===== src/rtl/exc_commit_ctrl_if.sv =====
// rtl/exc_commit_ctrl_if.sv - pipeline/CP0/fetch signal bundle for the exception commit sequencer
//
// Purpose: groups every non-clock, non-reset signal of exc_commit_ctrl.
// Modports:
//   slave  - the sequencer: takes M/E stage state, CP0 request/EPC and fetch ready;
//            drives the gated CP0 controls, victim PC/BD, flush and the PC redirect.
//   master - the surrounding pipeline/CP0/fetch side (opposite directions).
interface exc_commit_ctrl_if;
  logic        m_valid;
  logic [31:0] m_pc;
  logic        m_bd;
  logic [4:0]  m_exc;
  logic        m_eret;
  logic        m_mtc0;
  logic        e_valid;
  logic [31:0] e_pc;
  logic        e_bd;
  logic        cp0_req;
  logic [31:0] cp0_epc;
  logic        redirect_ready;

  logic [29:0] cp0_pc;
  logic [4:0]  cp0_exc;
  logic        cp0_bd;
  logic        cp0_we;
  logic        cp0_exlclr;
  logic        flush;
  logic        redirect_valid;
  logic [31:0] redirect_pc;
  logic        busy;

  modport slave (
    input  m_valid, m_pc, m_bd, m_exc, m_eret, m_mtc0,
    input  e_valid, e_pc, e_bd, cp0_req, cp0_epc, redirect_ready,
    output cp0_pc, cp0_exc, cp0_bd, cp0_we, cp0_exlclr,
    output flush, redirect_valid, redirect_pc, busy
  );

  modport master (
    output m_valid, m_pc, m_bd, m_exc, m_eret, m_mtc0,
    output e_valid, e_pc, e_bd, cp0_req, cp0_epc, redirect_ready,
    input  cp0_pc, cp0_exc, cp0_bd, cp0_we, cp0_exlclr,
    input  flush, redirect_valid, redirect_pc, busy
  );
endinterface


===== src/rtl/exc_commit_ctrl.sv =====
// rtl/exc_commit_ctrl.sv - M-stage exception/interrupt commit sequencer between pipeline and CP0
//
// Purpose: gates M-stage exception codes, MTC0 writes and ERET into CP0, supplies
// CP0 with the precise victim PC/BD (even when M holds a bubble), and on an
// interrupt/exception request or ERET flushes the pipeline, drains for
// DRAIN_CYCLES cycles, then holds a PC redirect until fetch accepts it.
// Ports:
//   clk, reset  - clock; synchronous active-high reset
//   bus (slave) - M/E stage state, CP0 request/EPC, fetch ready in;
//                 cp0_pc/exc/bd/we/exlclr, flush, redirect_valid/pc, busy out
module exc_commit_ctrl #(
  parameter logic [31:0] HANDLER_PC   = 32'h0000_4180,
  parameter logic [31:0] RESET_PC     = 32'h0000_3000,
  parameter int unsigned DRAIN_CYCLES = 2
) (
  input  logic               clk,
  input  logic               reset,
  exc_commit_ctrl_if.slave   bus
);

  typedef enum logic [1:0] {
    S_IDLE  = 2'd0,
    S_DRAIN = 2'd1,
    S_REDIR = 2'd2
  } state_t;

  localparam logic [3:0] DRAIN_INIT = 4'(DRAIN_CYCLES);

  state_t      state_q,   state_d;
  logic [3:0]  cnt_q,     cnt_d;
  logic [31:0] tgt_q,     tgt_d;
  logic [31:0] hold_pc_q, hold_pc_d;
  logic        hold_bd_q, hold_bd_d;

  logic [31:0] victim_pc;
  logic        victim_bd;

  // Victim selection: the oldest real instruction still in flight. When both
  // M and E are bubbles, the last known victim is replayed from the hold regs
  // so CP0 always sees a precise PC/BD.
  always_comb begin
    victim_pc = hold_pc_q;
    victim_bd = hold_bd_q;
    if (bus.m_valid) begin
      victim_pc = bus.m_pc;
      victim_bd = bus.m_bd;
    end else if (bus.e_valid) begin
      victim_pc = bus.e_pc;
      victim_bd = bus.e_bd;
    end
    hold_pc_d = victim_pc;
    hold_bd_d = victim_bd;
  end

  always_comb begin
    state_d            = state_q;
    cnt_d              = cnt_q;
    tgt_d              = tgt_q;
    bus.cp0_pc         = victim_pc[31:2];
    bus.cp0_bd         = victim_bd;
    bus.cp0_exc        = 5'd0;
    bus.cp0_we         = 1'b0;
    bus.cp0_exlclr     = 1'b0;
    bus.flush          = 1'b0;
    bus.redirect_valid = 1'b0;
    bus.redirect_pc    = 32'd0;
    bus.busy           = (state_q != S_IDLE);

    unique case (state_q)
      S_IDLE: begin
        bus.cp0_exc = bus.m_valid ? bus.m_exc : 5'd0;
        // An interrupt/exception taken this cycle cancels the M instruction,
        // so its MTC0 must not commit.
        bus.cp0_we  = bus.m_valid & bus.m_mtc0 & ~bus.cp0_req;
        if (bus.cp0_req) begin
          // CP0 request wins over a coincident ERET: EXL stays set.
          bus.flush = 1'b1;
          tgt_d     = HANDLER_PC;
          cnt_d     = DRAIN_INIT;
          state_d   = S_DRAIN;
        end else if (bus.m_valid & bus.m_eret) begin
          bus.cp0_exlclr = 1'b1;
          bus.flush      = 1'b1;
          tgt_d          = bus.cp0_epc;
          cnt_d          = DRAIN_INIT;
          state_d        = S_DRAIN;
        end
      end
      S_DRAIN: begin
        bus.flush = 1'b1;
        if (cnt_q != 4'd0) begin
          cnt_d = cnt_q - 4'd1;
        end
        // Exit is decided on the value before decrement, so DRAIN lasts
        // exactly DRAIN_CYCLES cycles (and one cycle if loaded with 0).
        if (cnt_q <= 4'd1) begin
          state_d = S_REDIR;
        end
      end
      S_REDIR: begin
        bus.flush          = 1'b1;
        bus.redirect_valid = 1'b1;
        bus.redirect_pc    = tgt_q;
        if (bus.redirect_ready) begin
          state_d = S_IDLE;
        end
      end
      default: begin
        state_d = S_IDLE;
      end
    endcase

    // While reset is asserted the block presents its reset image.
    if (reset) begin
      bus.cp0_pc         = RESET_PC[31:2];
      bus.cp0_bd         = 1'b0;
      bus.cp0_exc        = 5'd0;
      bus.cp0_we         = 1'b0;
      bus.cp0_exlclr     = 1'b0;
      bus.flush          = 1'b0;
      bus.redirect_valid = 1'b0;
      bus.redirect_pc    = 32'd0;
      bus.busy           = 1'b0;
    end
  end

  always_ff @(posedge clk) begin
    if (reset) begin
      state_q   <= S_IDLE;
      cnt_q     <= 4'd0;
      tgt_q     <= 32'd0;
      hold_pc_q <= RESET_PC;
      hold_bd_q <= 1'b0;
    end else begin
      state_q   <= state_d;
      cnt_q     <= cnt_d;
      tgt_q     <= tgt_d;
      hold_pc_q <= hold_pc_d;
      hold_bd_q <= hold_bd_d;
    end
  end

endmodule


===== src/flat_wrapper.sv =====
// flat-port wrapper written by rule: the top's interface ports become plain ports
module exc_commit_ctrl_flat 
#(
  parameter logic [31:0] HANDLER_PC   = 32'h0000_4180,
  parameter logic [31:0] RESET_PC     = 32'h0000_3000,
  parameter int unsigned DRAIN_CYCLES = 2
)
  (clk, reset, bus_m_valid, bus_m_pc, bus_m_bd, bus_m_exc, bus_m_eret, bus_m_mtc0, bus_e_valid, bus_e_pc, bus_e_bd, bus_cp0_req, bus_cp0_epc, bus_redirect_ready, bus_cp0_pc, bus_cp0_exc, bus_cp0_bd, bus_cp0_we, bus_cp0_exlclr, bus_flush, bus_redirect_valid, bus_redirect_pc, bus_busy);
  exc_commit_ctrl_if bus_i ();
  input  logic clk;
  input  logic reset;
  input wire logic [$bits(bus_i.m_valid)-1:0] bus_m_valid;
  input wire logic [$bits(bus_i.m_pc)-1:0] bus_m_pc;
  input wire logic [$bits(bus_i.m_bd)-1:0] bus_m_bd;
  input wire logic [$bits(bus_i.m_exc)-1:0] bus_m_exc;
  input wire logic [$bits(bus_i.m_eret)-1:0] bus_m_eret;
  input wire logic [$bits(bus_i.m_mtc0)-1:0] bus_m_mtc0;
  input wire logic [$bits(bus_i.e_valid)-1:0] bus_e_valid;
  input wire logic [$bits(bus_i.e_pc)-1:0] bus_e_pc;
  input wire logic [$bits(bus_i.e_bd)-1:0] bus_e_bd;
  input wire logic [$bits(bus_i.cp0_req)-1:0] bus_cp0_req;
  input wire logic [$bits(bus_i.cp0_epc)-1:0] bus_cp0_epc;
  input wire logic [$bits(bus_i.redirect_ready)-1:0] bus_redirect_ready;
  output wire logic [$bits(bus_i.cp0_pc)-1:0] bus_cp0_pc;
  output wire logic [$bits(bus_i.cp0_exc)-1:0] bus_cp0_exc;
  output wire logic [$bits(bus_i.cp0_bd)-1:0] bus_cp0_bd;
  output wire logic [$bits(bus_i.cp0_we)-1:0] bus_cp0_we;
  output wire logic [$bits(bus_i.cp0_exlclr)-1:0] bus_cp0_exlclr;
  output wire logic [$bits(bus_i.flush)-1:0] bus_flush;
  output wire logic [$bits(bus_i.redirect_valid)-1:0] bus_redirect_valid;
  output wire logic [$bits(bus_i.redirect_pc)-1:0] bus_redirect_pc;
  output wire logic [$bits(bus_i.busy)-1:0] bus_busy;
  assign bus_i.m_valid = bus_m_valid;
  assign bus_i.m_pc = bus_m_pc;
  assign bus_i.m_bd = bus_m_bd;
  assign bus_i.m_exc = bus_m_exc;
  assign bus_i.m_eret = bus_m_eret;
  assign bus_i.m_mtc0 = bus_m_mtc0;
  assign bus_i.e_valid = bus_e_valid;
  assign bus_i.e_pc = bus_e_pc;
  assign bus_i.e_bd = bus_e_bd;
  assign bus_i.cp0_req = bus_cp0_req;
  assign bus_i.cp0_epc = bus_cp0_epc;
  assign bus_i.redirect_ready = bus_redirect_ready;
  assign bus_cp0_pc = bus_i.cp0_pc;
  assign bus_cp0_exc = bus_i.cp0_exc;
  assign bus_cp0_bd = bus_i.cp0_bd;
  assign bus_cp0_we = bus_i.cp0_we;
  assign bus_cp0_exlclr = bus_i.cp0_exlclr;
  assign bus_flush = bus_i.flush;
  assign bus_redirect_valid = bus_i.redirect_valid;
  assign bus_redirect_pc = bus_i.redirect_pc;
  assign bus_busy = bus_i.busy;
  exc_commit_ctrl #(.HANDLER_PC(HANDLER_PC), .RESET_PC(RESET_PC), .DRAIN_CYCLES(DRAIN_CYCLES)) u_core (.clk(clk), .reset(reset), .bus(bus_i));
endmodule

===== config.mk =====
export PLATFORM = sky130hd
export DESIGN_NAME = exc_commit_ctrl_flat
export DESIGN_NICKNAME = d
export VERILOG_FILES = /design/src/rtl/exc_commit_ctrl_if.sv /design/src/rtl/exc_commit_ctrl.sv /design/src/flat_wrapper.sv
export SDC_FILE = /design/constraint.sdc
export NUM_CORES = 1
export LEC_CHECK = 0
export CORE_MARGIN = 3
export CORE_UTILIZATION = 30
export CTS_BUF_LIST = sky130_fd_sc_hd__clkbuf_16
export DETAILED_ROUTE_END_ITERATION = 12
export PLACE_DENSITY = 0.71
export SLEW_MARGIN = 20
export SYNTH_ARGS = -nofsm -noshare
export SYNTH_HDL_FRONTEND = slang
export SYNTH_SLANG_ARGS = --single-unit

===== constraint.sdc =====
create_clock -name clk -period 1.91 [get_ports clk]
set_input_delay 0.191 -clock clk [delete_from_list [all_inputs] [get_ports clk]]
set_output_delay 0.191 -clock clk [all_outputs]
set_load 0.02 [all_outputs]

Yosys cells after proc, flatten, opt, wreduce, memory -nomap -nowiden
Index checks and enable logic that the tools add are counted.
Word-level totals
  word-level logic and storage cells: 60
  output and inout port bits: 73
  bits of input ports: 111
  register bits after elaboration: 69
Cells by class
  add/sub/neg operators: 1
  mux-type cells: 34
  bitwise gates (word level): 4
  reduce and logical (&&, ||, !) cells: 9
  order comparisons: 1
  equality and inequality tests: 6
Operators with widths (number)
  $mux 32: 6
  $mux 30: 1
  $mux 5: 3
  $mux 1: 14
  $mux 4: 3
  $mux 2: 4
  $pmux 4 s2: 1
  $pmux 2 s3: 1
  $reduce_and 3->1: 2
  $reduce_bool 2->1: 3
  $le 4x1->1 const B: 1
  $ne 2x1->1 const B: 2
  $reduce_bool 4->1: 1
  $sub 4x1->4 const B: 1
  $and 1x1->1: 3
  $ne 3x2->1 const B: 1
  $eq 2x1->1 const B: 1
  $eq 2x2->1 const B: 1
  $logic_not 2->1: 1
  $ne 2x2->1 const B: 1
  $pmux 1 s2: 1
  $reduce_and 2->1: 1
  $reduce_or 2->1: 1
  $not 1->1: 1

Depth between registers and ports, before layout
  depth in word-level cells: 5
  mapped depth: 7
  mapped depth without buffers: 6

Worst setup path before layout
OpenSTA, ideal clock, no wires.
  kind: register -> output
  from: register u_core.state_q[0]
  to: output port bus_redirect_pc[14]
  data arrival time: 1.444 ns
  data required time: 1.719 ns
  buffers on the path: 1
  slack: 0.275 ns
  stages on the path, launching flop included: 6
  path through: dfxtp_1 -> inv_1 -> ha_1 -> nor2b_1 -> clkbuf_1 -> and2_1
Between the ends
  word-level cells in the longest chain between the ends: 3
RTL lines
  start: declaration: RTL line exc_commit_ctrl.sv:29  | state_t state_q, state_d;
  start signal: assignment: RTL line exc_commit_ctrl.sv:135  | state_q <= state_d;
  $eq 2x2->1: RTL line exc_commit_ctrl.sv:69  | unique case (state_q)
  $mux 32: RTL line exc_commit_ctrl.sv:69
  $mux 32: RTL line exc_commit_ctrl.sv:114  | if (reset) begin
  end: declaration: RTL line flat_wrapper.sv:31  | output wire logic [$bits(bus_i.redirect_pc)-1:0] bus_redirect_pc;
No other way between the ends.

Final worst setup path
  from: register u_core.state_q[1]
  to: output port bus_cp0_exc[1]
Between the ends
  word-level cells in the longest chain between the ends: 3
RTL lines
  $logic_not 2->1: RTL line exc_commit_ctrl.sv:69
  $mux 5: RTL line exc_commit_ctrl.sv:69
  $mux 5: RTL line exc_commit_ctrl.sv:114
  end: declaration: RTL line flat_wrapper.sv:25  | output wire logic [$bits(bus_i.cp0_exc)-1:0] bus_cp0_exc;
No other way between the ends.

==> impl_metrics.env <==
export IMPL_synthXorXnorAreaFrac=0
export IMPL_synth_top_family_by_area="simple AND/OR/NAND/NOR gates"
export IMPL_drcViolationCount=0
export IMPL_hold_viol_final=0
export IMPL_antenna_found_initial=0
export IMPL_rsz0062_at_grt="false"
export IMPL_slew_violations=0
export IMPL_grt_total_usage=0.1629
export IMPL_min_path_type="in -> reg"
export IMPL_path_cells="inv_1 -> ha_4 -> and3b_2 -> and2_1 -> clkdlybuf4s15_2"
export IMPL_fill_cells=1012
export IMPL_pwr_share_comb=0.310
export IMPL_pwr_density_cell_nw_per_um2=889.8
export IMPL_io_pins=184
export IMPL_worstPathRequired_ns=1.72
export IMPL_placed_cell_area_um2=5295
export IMPL_die_h_um=110.9
export IMPL_core_area_um2=10510
export IMPL_arrival_ns=1.62
export IMPL_seqPwrFrac=0.334
export IMPL_slew_headroom=0.5558
export IMPL_area_delta_synth_final_pct=66.82
export IMPL_wl_per_cell_um=14.94
export IMPL_drive_above_1_share=0.1599
export IMPL_cts_sinks=69
export IMPL_drtAntennaViolNets=0
export IMPL_clk_latency_ns=0.32
export IMPL_finalPower_uw=4903
export IMPL_worst_setup_path_type="reg -> out"
export IMPL_die_area_um2=12310
export IMPL_cts_hold_buf=0
export IMPL_intPower_uw=3484
export IMPL_maxCapViolations=0
export IMPL_vias=3310
export IMPL_endpoint_kind="primary output"
export IMPL_worstSetupStartpointType="flop"
export IMPL_synthesis_nets=495
export IMPL_dpl_cell_count=682
export IMPL_power_leakage_uw=0.002481
export IMPL_p_sw_frac=0.2894
export IMPL_ys_ff_latch=69
export IMPL_grt_pass1_wl_mm=16.66
export IMPL_layout_min_cycle_time_ns=1.814
export IMPL_synth_mux_area_frac=0.1038
export IMPL_switchingPower_uw=1419
export IMPL_synth_cell_type_count=33
export IMPL_wl_mm=10.44
export IMPL_synth_simple_area_share=0.2330
export IMPL_setup_violations=0
export IMPL_vias_per_cell=4.735
export IMPL_synth_edff_count=0
export IMPL_clock_path_buffers=2
export IMPL_async_reset_ff_frac=0
export IMPL_tightest_slew_ns=0.6647
export IMPL_htree_levels=3
export IMPL_yosysSeqAreaShare=0.4182
export IMPL_critPathBufInv=2
export IMPL_synth_fa_ha_area_frac=0.02652
export IMPL_path_max_fanout=6
export IMPL_synth_cells=377
export IMPL_synth_flop_cell="dfxtp_1"
export IMPL_grt_max_degree=61
export IMPL_clk_pin_slew_ns=0.06
export IMPL_postLayoutCellArea_um2=5510
export IMPL_post_cts_buffers=0
export IMPL_grt_pass1_vias=3317
export IMPL_stdcell_count=699
export IMPL_max_freq_ghz=0.5513
export IMPL_drtIter0Drc=175
export IMPL_numCtsBuffers=9
export IMPL_nets=676
export IMPL_cts_tree="done"
export IMPL_start_util=0.3143
export IMPL_yosysWarningCount=0
export IMPL_clock_skew_final_ns=0.005971
export IMPL_dr_pass1_iters=4
export IMPL_period_share=0.9497
export IMPL_diodes=0
export IMPL_grt_overflow=0
export IMPL_avgSynthCellArea_um2=8.762
export IMPL_cts_root_buf="clkbuf_16"
export IMPL_ir_drop_v=0.0004316
export IMPL_slowest_delay_ns=0.35
export IMPL_slowest_stage="dfxtp_1"
export IMPL_port_buffer_count=179
export IMPL_critPathTopFamily="simple AND/OR/NAND/NOR gates"
export IMPL_dp_hpwl_mm=7.610
export IMPL_status="finished clean"
export IMPL_die_x_um=110.9
export IMPL_synth_compound_area_frac=0.1606
export IMPL_synthesis_area_um2=3303
export IMPL_finish_utilization=0.5243
export IMPL_num_rows=37
export IMPL_place_gp_congestion=0.8576
export IMPL_clock_power_share=0.355
## cell type report
cell class              instances  area (um^2)  share of cell area
repair buffers                199         1864              0.3383
multi-input cells             274         1762              0.3197
flip-flops and latches         69         1381              0.2507
clock buffers                   9        225.2             0.04087
well taps                     136        170.2             0.03088
clock inverters                 7        88.84             0.01612
inverters                       5        18.77            0.003406
## metrics by stage
stage,hold WS (ns),setup slack [ns],setup TNS [ns]
after floorplan,0.3236,0.2752,0
after global placement,0.4476,-0.2485,-6.639
after detailed placement,0.4494,-0.2600,-7.634
after CTS,0.3081,-0.002321,-0.002321
after global routing,0.3385,0.002210,0
final,0.3303,0.09604,0
## cell usage in the layout, fill, tap and decap left out, types with 2 or more instances in the layout
master	count
a211oi_1	5
a21oi_1	33
a22o_1	29
and2_1	37
buf_12	6
buf_2	17
buf_4	13
bufinv_16	2
clkbuf_16	10
clkbuf_2	22
clkdlybuf4s15_2	4
clkdlybuf4s50_1	125
clkinv_1	2
dfxtp_1	69
dlygate4sd2_1	2
dlymetal6s2s_1	9
ha_1	6
inv_1	4
mux2_2	2
mux2i_1	32
nand2_1	3
nand2b_1	6
nor2_1	96
nor2b_1	3
nor2b_4	2
o21ai_0	2
o22ai_1	3
## path summary, 6_finish.rpt
path              slack, ns                            from                       endpoint  depth (start not counted)
hold reg to reg        0.47   u_core.tgt_q[30]$_SDFFE_PP0P_  u_core.tgt_q[30]$_SDFFE_PP0P_                          1
hold / removal         0.33                           reset   u_core.tgt_q[8]$_SDFFE_PP0P_                          3
setup / recovery        0.1  u_core.state_q[1]$_SDFFE_PP0P_                 bus_cp0_exc[1]                          5
setup reg to reg       0.27  u_core.state_q[1]$_SDFFE_PP0P_   u_core.cnt_q[1]$_SDFFE_PP0P_                          7
## power groups by stage
stage	logic [uW]	registers (uW)	clock network, uW
after floorplan	834	1660	0
after global placement	1450	1660	0
after detailed placement	1490	1670	0
after CTS	1500	1640	1800
after global routing	1670	1660	1850
final	1520	1640	1740
## registers in the layout, indices dropped and copies added (netlist names)
name,count
u_core.state_q,2
u_core.cnt_q,4
u_core.tgt_q,32
u_core.hold_bd_q,1
u_core.hold_pc_q,30
## cell usage after synthesis (all sizes together) (2+ instances only)
master | count | area share
nor3 | 2 | 0.0030
a211oi | 5 | 0.011
and2 | 37 | 0.070
mux2i | 32 | 0.097
ha | 7 | 0.027
inv | 5 | 0.0057
nand2 | 3 | 0.0034
buf | 15 | 0.036
nand2b | 6 | 0.011
o22ai | 3 | 0.0057
o21ai | 2 | 0.0030
a22o | 29 | 0.077
clkbuf | 14 | 0.016
dfxtp | 69 | 0.42
nor2 | 97 | 0.11
nor2b | 5 | 0.012
mux2 | 2 | 0.0068
and3b | 2 | 0.0053
a21oi | 34 | 0.055
## layer usage
layer	routed length, um	global-route usage	vias up
li1	-	-	1631
met1	4721	0.2008	1512
met2	4765	0.2682	154
met3	800	0.05677	13
met4	157	0.04762	0
met5	0	0	-
## what timing repair did
action	CTS	global route
resized for setup	103	51
gates cloned	0	1
setup endpoints to repair	71	49
## worst min-delay path, cell delays in order
cell,delay (ns)
buf_2,0.16
buf_4,0.17
nor2_1,0.08
## kinds of logic after synthesis
group,Yosys count
AO/OA/AOI/OAI,76
adder cells (fa/ha/maj),7
buffers and inverters,34
flip-flops,69
multiplexers,34
AND/OR/NAND/NOR,157
Power figures use the tool's default switching activity.
